**src/rtl/pillar_animator_if.sv**
```systemverilog
// Pixel-port and handshake bundle between the game-state controller, the pillar
// animator and the shared VGA plotter.
interface pillar_animator_if;
    logic       startAnimation;
    logic [8:0] x;
    logic [7:0] y;
    logic [8:0] colour;
    logic       plot;
    logic       doneAnimation;
    logic [7:0] riseOffset;

    // The controller side drives the request and consumes the plot stream.
    modport master (
        output startAnimation,
        input  x,
        input  y,
        input  colour,
        input  plot,
        input  doneAnimation,
        input  riseOffset
    );

    modport slave (
        input  startAnimation,
        output x,
        output y,
        output colour,
        output plot,
        output doneAnimation,
        output riseOffset
    );
endinterface

```
**src/rtl/pillar_animator.sv**
```systemverilog
// Frame-paced rising-pillar animator: one row per step, then a pacing wait.
// Optional edge shading is enabled by defining PILLAR_SHADE_EN.
module pillar_animator #(
    parameter logic [8:0] PILLAR_X0     = 9'd150,
    parameter int         PILLAR_W      = 12,
    parameter logic [7:0] BASE_Y        = 8'd200,
    parameter int         RISE          = 40,
    parameter int         FRAME_TICKS   = 833333,
    parameter logic [8:0] PILLAR_COLOUR = 9'h1B6,
    parameter logic [8:0] EDGE_COLOUR   = 9'h092
) (
    input  logic              clock,
    input  logic              resetn,
    pillar_animator_if.slave  anim
);

    localparam logic [7:0]  COL_LAST   = 8'(PILLAR_W - 1);
    localparam logic [19:0] FRAME_LAST = 20'(FRAME_TICKS - 1);
    localparam logic [7:0]  STEP_LAST  = 8'(RISE - 1);

    typedef enum logic [1:0] {
        IDLE = 2'd0,
        DRAW = 2'd1,
        WAIT = 2'd2,
        DONE = 2'd3
    } state_t;

    state_t      stateReg;
    logic [7:0]  colReg;
    logic [19:0] frameReg;
    logic [7:0]  stepReg;
    logic [7:0]  riseReg;

    logic        plotting;
    logic        edgePixel;

    always_ff @(posedge clock or negedge resetn) begin
        if (!resetn) begin
            stateReg <= IDLE;
            colReg   <= 8'd0;
            frameReg <= 20'd0;
            stepReg  <= 8'd0;
            riseReg  <= 8'd0;
        end else begin
            case (stateReg)
                IDLE: begin
                    // riseOffset keeps the last completed height until a new run starts
                    if (anim.startAnimation) begin
                        stateReg <= DRAW;
                        colReg   <= 8'd0;
                        frameReg <= 20'd0;
                        stepReg  <= 8'd0;
                        riseReg  <= 8'd0;
                    end
                end
                DRAW: begin
                    if (!anim.startAnimation) begin
                        stateReg <= IDLE;
                        colReg   <= 8'd0;
                        frameReg <= 20'd0;
                        stepReg  <= 8'd0;
                        riseReg  <= 8'd0;
                    end else if (colReg == COL_LAST) begin
                        colReg   <= 8'd0;
                        stateReg <= WAIT;
                    end else begin
                        colReg <= colReg + 8'd1;
                    end
                end
                WAIT: begin
                    // Abort is tested first so it beats a coincident frame completion
                    if (!anim.startAnimation) begin
                        stateReg <= IDLE;
                        colReg   <= 8'd0;
                        frameReg <= 20'd0;
                        stepReg  <= 8'd0;
                        riseReg  <= 8'd0;
                    end else if (frameReg == FRAME_LAST) begin
                        frameReg <= 20'd0;
                        riseReg  <= riseReg + 8'd1;
                        if (stepReg == STEP_LAST) begin
                            stateReg <= DONE;
                        end else begin
                            stepReg  <= stepReg + 8'd1;
                            stateReg <= DRAW;
                        end
                    end else begin
                        frameReg <= frameReg + 20'd1;
                    end
                end
                DONE: begin
                    if (!anim.startAnimation) begin
                        stateReg <= IDLE;
                    end
                end
                default: begin
                    stateReg <= IDLE;
                end
            endcase
        end
    end

`ifdef PILLAR_SHADE_EN
    assign edgePixel = (colReg == 8'd0) || (colReg == COL_LAST);
`else
    assign edgePixel = 1'b0;
`endif

    // Pixel outputs are parked at zero whenever no pixel is being written.
    assign plotting           = (stateReg == DRAW);
    assign anim.plot          = plotting;
    assign anim.x             = plotting ? (PILLAR_X0 + {1'b0, colReg}) : 9'd0;
    assign anim.y             = plotting ? (BASE_Y - stepReg) : 8'd0;
    assign anim.colour        = !plotting ? 9'd0 : (edgePixel ? EDGE_COLOUR : PILLAR_COLOUR);
    assign anim.doneAnimation = (stateReg == DONE);
    assign anim.riseOffset    = riseReg;

endmodule
```
**src/flat_wrapper.sv**
```systemverilog
// flat-port wrapper written by rule: the top's interface ports become plain ports
module pillar_animator_flat 
#(
    parameter logic [8:0] PILLAR_X0     = 9'd150,
    parameter int         PILLAR_W      = 12,
    parameter logic [7:0] BASE_Y        = 8'd200,
    parameter int         RISE          = 40,
    parameter int         FRAME_TICKS   = 833333,
    parameter logic [8:0] PILLAR_COLOUR = 9'h1B6,
    parameter logic [8:0] EDGE_COLOUR   = 9'h092
)
  (clock, resetn, anim_startAnimation, anim_x, anim_y, anim_colour, anim_plot, anim_doneAnimation, anim_riseOffset);
  pillar_animator_if anim_i ();
  input  logic clock;
  input  logic resetn;
  input wire logic [$bits(anim_i.startAnimation)-1:0] anim_startAnimation;
  output wire logic [$bits(anim_i.x)-1:0] anim_x;
  output wire logic [$bits(anim_i.y)-1:0] anim_y;
  output wire logic [$bits(anim_i.colour)-1:0] anim_colour;
  output wire logic [$bits(anim_i.plot)-1:0] anim_plot;
  output wire logic [$bits(anim_i.doneAnimation)-1:0] anim_doneAnimation;
  output wire logic [$bits(anim_i.riseOffset)-1:0] anim_riseOffset;
  assign anim_i.startAnimation = anim_startAnimation;
  assign anim_x = anim_i.x;
  assign anim_y = anim_i.y;
  assign anim_colour = anim_i.colour;
  assign anim_plot = anim_i.plot;
  assign anim_doneAnimation = anim_i.doneAnimation;
  assign anim_riseOffset = anim_i.riseOffset;
  pillar_animator #(.PILLAR_X0(PILLAR_X0), .PILLAR_W(PILLAR_W), .BASE_Y(BASE_Y), .RISE(RISE), .FRAME_TICKS(FRAME_TICKS), .PILLAR_COLOUR(PILLAR_COLOUR), .EDGE_COLOUR(EDGE_COLOUR)) u_core (.clock(clock), .resetn(resetn), .anim(anim_i));
endmodule
```
**config.mk**
```make
export PLATFORM = sky130hd
export DESIGN_NAME = pillar_animator_flat
export DESIGN_NICKNAME = d
export VERILOG_FILES = /design/src/rtl/pillar_animator_if.sv /design/src/rtl/pillar_animator.sv /design/src/flat_wrapper.sv
export SDC_FILE = /design/constraint.sdc
export NUM_CORES = 1
export LEC_CHECK = 0
export BUFFER_PORTS_ARGS = -buffer_cell sky130_fd_sc_hd__buf_2
export CAP_MARGIN = 25
export CORE_MARGIN = 2
export CORE_UTILIZATION = 58
export CTS_CLUSTER_SIZE = 20
export DETAILED_ROUTE_END_ITERATION = 12
export GPL_ROUTABILITY_DRIVEN = 0
export GPL_TIMING_DRIVEN = 0
export PLACE_DENSITY = 0.8
export SKIP_CTS_REPAIR_TIMING = 1
export SLEW_MARGIN = 10
export SYNTH_ARGS = -nofsm -noshare
export SYNTH_HDL_FRONTEND = slang
export SYNTH_SLANG_ARGS = --single-unit
```
**constraint.sdc**
```tcl
create_clock -name clock -period 2.3 [get_ports clock]
set_input_delay 0.115 -clock clock [delete_from_list [all_inputs] [get_ports clock]]
set_output_delay 0.115 -clock clock [all_outputs]
set_load 0.01 [all_outputs]
```
==> metrics.txt <==
# TYPE chip_impl_metric gauge
chip_impl_metric{name="filler_cell_count",unit=""} 390
chip_impl_metric{name="timing.final.setup_violations",unit=""} 0
chip_impl_info{name="crit_chain",value="or4b_1 > or4_4 > o21ai_4 > buf_4 > nor2_1 > a22o_1"} 1
chip_impl_metric{name="fp.dieW",unit="um"} 74.4
chip_impl_metric{name="syn-cell-area",unit="sq um"} 2880
chip_impl_info{name="run_status",value="complete, no violations"} 1
chip_impl_metric{name="detail-route-antenna-nets",unit=""} 0
chip_impl_metric{name="grt_start_max_net_pins",unit=""} 47
chip_impl_metric{name="critPathMaxFanout",unit=""} 9
chip_impl_metric{name="maxSlewViolCount",unit=""} 0
chip_impl_metric{name="dpl_worst_slack",unit="ns"} -0.0696
chip_impl_metric{name="worstPathArrival",unit="ns"} 2.43
chip_impl_metric{name="number_of_global_route_vias_before_repair",unit=""} 2251
chip_impl_metric{name="timing.final.hold_violations",unit=""} 0
chip_impl_metric{name="fin_worst_skew",unit="ns"} 0.00554
chip_impl_metric{name="max_freq",unit="GHz"} 0.447
chip_impl_metric{name="die_height",unit="um"} 74.4
chip_impl_metric{name="synth_area_per_cell",unit="sq um"} 8.51
chip_impl_metric{name="wl_per_cell",unit="um"} 13.4
chip_impl_metric{name="number_of_clock_sinks_seen_by_cts",unit=""} 46
chip_impl_metric{name="drt_first_iter_violations",unit=""} 167
chip_impl_metric{name="synth_warnings",unit=""} 0
chip_impl_info{name="timing.critical_path.to_type",value="flip-flop"} 1
chip_impl_info{name="hp-class",value="in2reg"} 1
chip_impl_info{name="critical_path.top_delay_family",value="simple AND/OR/NAND/NOR gates"} 1
chip_impl_metric{name="drt_wl_total",unit="mm"} 6.05
chip_impl_metric{name="cts_buffers",unit=""} 5
chip_impl_metric{name="gr-total-overflow",unit=""} 0
chip_impl_info{name="critical_path.slowest_cell",value="or4_4"} 1
chip_impl_metric{name="p_leak",unit="nW"} 1.54
chip_impl_metric{name="cts_htree_levels",unit=""} 2
chip_impl_metric{name="synth.yosys.seq_area_share",unit="%"} 40.0
chip_impl_metric{name="cellPowerDensity",unit="nW/um^2"} 723
chip_impl_metric{name="drt-pass1-iter-count",unit=""} 4
chip_impl_metric{name="route.detailed.vias_per_inst",unit=""} 5.56
chip_impl_info{name="synth_top_flop_cell",value="dfrtp_1"} 1
chip_impl_metric{name="antennaDiodeCount",unit=""} 0
chip_impl_metric{name="clk_pin_slew",unit="ns"} 0.08
chip_impl_metric{name="final.period_utilization",unit="%"} 97.2
chip_impl_metric{name="synth.ff_latch_count",unit=""} 46
chip_impl_metric{name="tightestPinTransition",unit="ns"} 0.553
chip_impl_info{name="cts_tree",value="done"} 1
chip_impl_metric{name="totalNegativeSetupSlack",unit="ns"} 0
chip_impl_metric{name="detailroute.via_count",unit=""} 2518
chip_impl_metric{name="buffer_ports.inserted",unit=""} 35
chip_impl_metric{name="fin_total_pwr",unit="mW"} 2.39
chip_impl_metric{name="final.min_clock_period",unit="ns"} 2.24
chip_impl_metric{name="drc",unit=""} 0
chip_impl_metric{name="critical_path_buf_inv_count",unit=""} 1
chip_impl_info{name="grt_setup_unrepaired",value="no"} 1
chip_impl_metric{name="worst_vdd_drop",unit="V"} 0.000447
chip_impl_metric{name="netlist-cell-type-count",unit=""} 43
chip_impl_metric{name="clock_network_latency_to_the_later_pin_of_the_worst_skew_pair",unit="ns"} 0.30
chip_impl_metric{name="cells_after_synth",unit=""} 338
chip_impl_metric{name="flow.area_growth_from_synthesis",unit="%"} 15.1
chip_impl_metric{name="design.core.area",unit="sq um"} 4750
chip_impl_metric{name="global_route_wire_length_before_repair",unit="mm"} 10.2
chip_impl_metric{name="gr-usage-all-layers",unit="%"} 23.4
chip_impl_metric{name="dp_hpwl",unit="mm"} 4.31
chip_impl_info{name="path_class",value="reg2reg"} 1
chip_impl_metric{name="ios",unit=""} 39
chip_impl_metric{name="edff_count_synth",unit=""} 0
chip_impl_info{name="clk_root_buffer_cell",value="clkbuf_8"} 1
chip_impl_metric{name="max_stage_delay",unit="ns"} 0.56
chip_impl_metric{name="worst_slack_setup_final",unit="ns"} 0.0637
chip_impl_metric{name="die_area",unit="sq um"} 5540
chip_impl_metric{name="drive_above_1_share",unit="%"} 16.3
chip_impl_metric{name="cp.required",unit="ns"} 2.49
chip_impl_metric{name="num_rows",unit=""} 25
chip_impl_metric{name="clock_tree.buffer_depth",unit=""} 2
chip_impl_metric{name="synth-async-reset-ratio",unit="%"} 100
chip_impl_metric{name="floorplan.initialDensity",unit="%"} 60.5
chip_impl_metric{name="finalNetCount",unit=""} 396
chip_impl_metric{name="max-cap-violations",unit=""} 0
chip_impl_metric{name="initial_antenna_violation_count",unit=""} 0
chip_impl_metric{name="worst_slew_margin_rel",unit="%"} 63.1
chip_impl_info{name="cp-start-kind",value="flip-flop"} 1
## layout make-up
cell class,instances,area (sq um),area share [%]
Inverter,12,45.0,1.36
Tap cell,67,83.8,2.53
Multi-Input combinational cell,257,1570,47.4
Clock inverter,1,30.0,0.907
Timing Repair Buffer,39,228,6.88
Sequential cell,46,1150,34.8
Buffer,24,128,3.85
Clock buffer,7,76.3,2.31
## through the flow
step           instance area (sq um)  std cells  hold slack [ns]  util [%]
2_1_floorplan                   2880        340           -0.181         -
3_3_place_gp                    3140        442            0.338      66.1
3_5_place_dp                    3140        442            0.350      66.1
4_1_cts                         3250        450           0.0243      68.3
5_1_grt                         3310        453            0.352      69.6
6_report                        3310        453            0.319      69.6
## per-layer routing
metal | part of all wire, % | track usage, %
met1 | 48 | 32.8
met2 | 46 | 37.9
met3 | 4.4 | 3.79
met4 | 1.2 | 6.94
met5 | 0 | 0
## final timing paths
path / start / to / slack, ns / cells past startpoint
worst max-delay path: u_core.frameReg[7] / u_core.frameReg[18] / 0.06 / 6
worst min-delay path: anim_startAnimation / u_core.stateReg[1] / 0.32 / 4
worst max register to register: u_core.frameReg[7] / u_core.frameReg[18] / 0.06 / 6
worst min register to register: u_core.anim.riseOffset[7] / u_core.anim.riseOffset[7] / 0.56 / 2
max in group asynchronous: resetn / u_core.frameReg[0] / 1.47 / 3
min in group asynchronous: resetn / u_core.frameReg[2] / 0.34 / 2
## cell usage after synthesis, types with 3 or more instances
cell type | count | area share (%)
a31oi_1 | 4 | 0.87
nand4_1 | 11 | 2.4
o31ai_1 | 6 | 1.6
clkbuf_1 | 14 | 1.8
nor3_1 | 4 | 0.70
xor2_1 | 16 | 4.9
nand2b_1 | 3 | 0.65
dfrtp_1 | 46 | 40
buf_4 | 9 | 2.3
nand4b_1 | 3 | 0.91
nand2_1 | 28 | 3.7
and4_1 | 5 | 1.5
and2_1 | 4 | 0.87
nor2_1 | 43 | 5.6
nand3_1 | 21 | 3.7
or3_1 | 8 | 1.7
inv_1 | 12 | 1.6
a21oi_1 | 16 | 2.8
a22o_1 | 3 | 0.91
xnor2_1 | 13 | 4.0
o21ai_0 | 20 | 3.5
and3_1 | 11 | 2.4
ha_1 | 8 | 3.5
or4_1 | 6 | 1.6
## state kept, by name, indices dropped and copies added (netlist names)
signal / flops
u_core.stepReg: 8
u_core.colReg: 8
u_core.stateReg: 2
u_core.frameReg: 20
u_core.anim.riseOffset: 8
## placed cells by master (no fill, tap or decap), types with 4 or more instances in the layout
master	count
a21oi_1	16
and2_1	4
xor2_1	16
nand4_1	11
and4_1	5
a31oi_1	4
nand2_1	27
inv_1	12
nand3_1	20
o21ai_0	20
buf_4	11
or3_1	8
and3_1	11
nor2_1	43
ha_1	8
o31ai_1	6
clkbuf_1	14
clkbuf_8	5
dfrtp_1	46
xnor2_1	13
buf_2	37
or4_1	6
## kinds of logic (layout without fill, tap and decap cells)
family	count (synthesis)	after routing	share of synthesized area [%]
other	1	3	0.130
adders and majority gates	8	8	3.48
buffers and inverters	37	83	6.09
and+or+nand+nor	158	158	28.9
DFF	46	46	40.0
xor gates and xnor gates	29	29	8.83
AOI/OAI and AO/OA	59	59	12.6
## power breakdown
part,switching [mW],internal (mW)
clock,0.262,0.325
sequential,0.0616,0.844
combinational,0.559,0.342
total,0.883,1.51
## worst reg2reg max path, delay by kind of cell, from the launching register on
kind,cells,cell delay [ns]
DFF,1,0.43
buffers and inverters,1,0.16
and+or+nand+nor,3,1.12
AOI/OAI and AO/OA,2,0.43
Power figures use the tool's default switching activity.
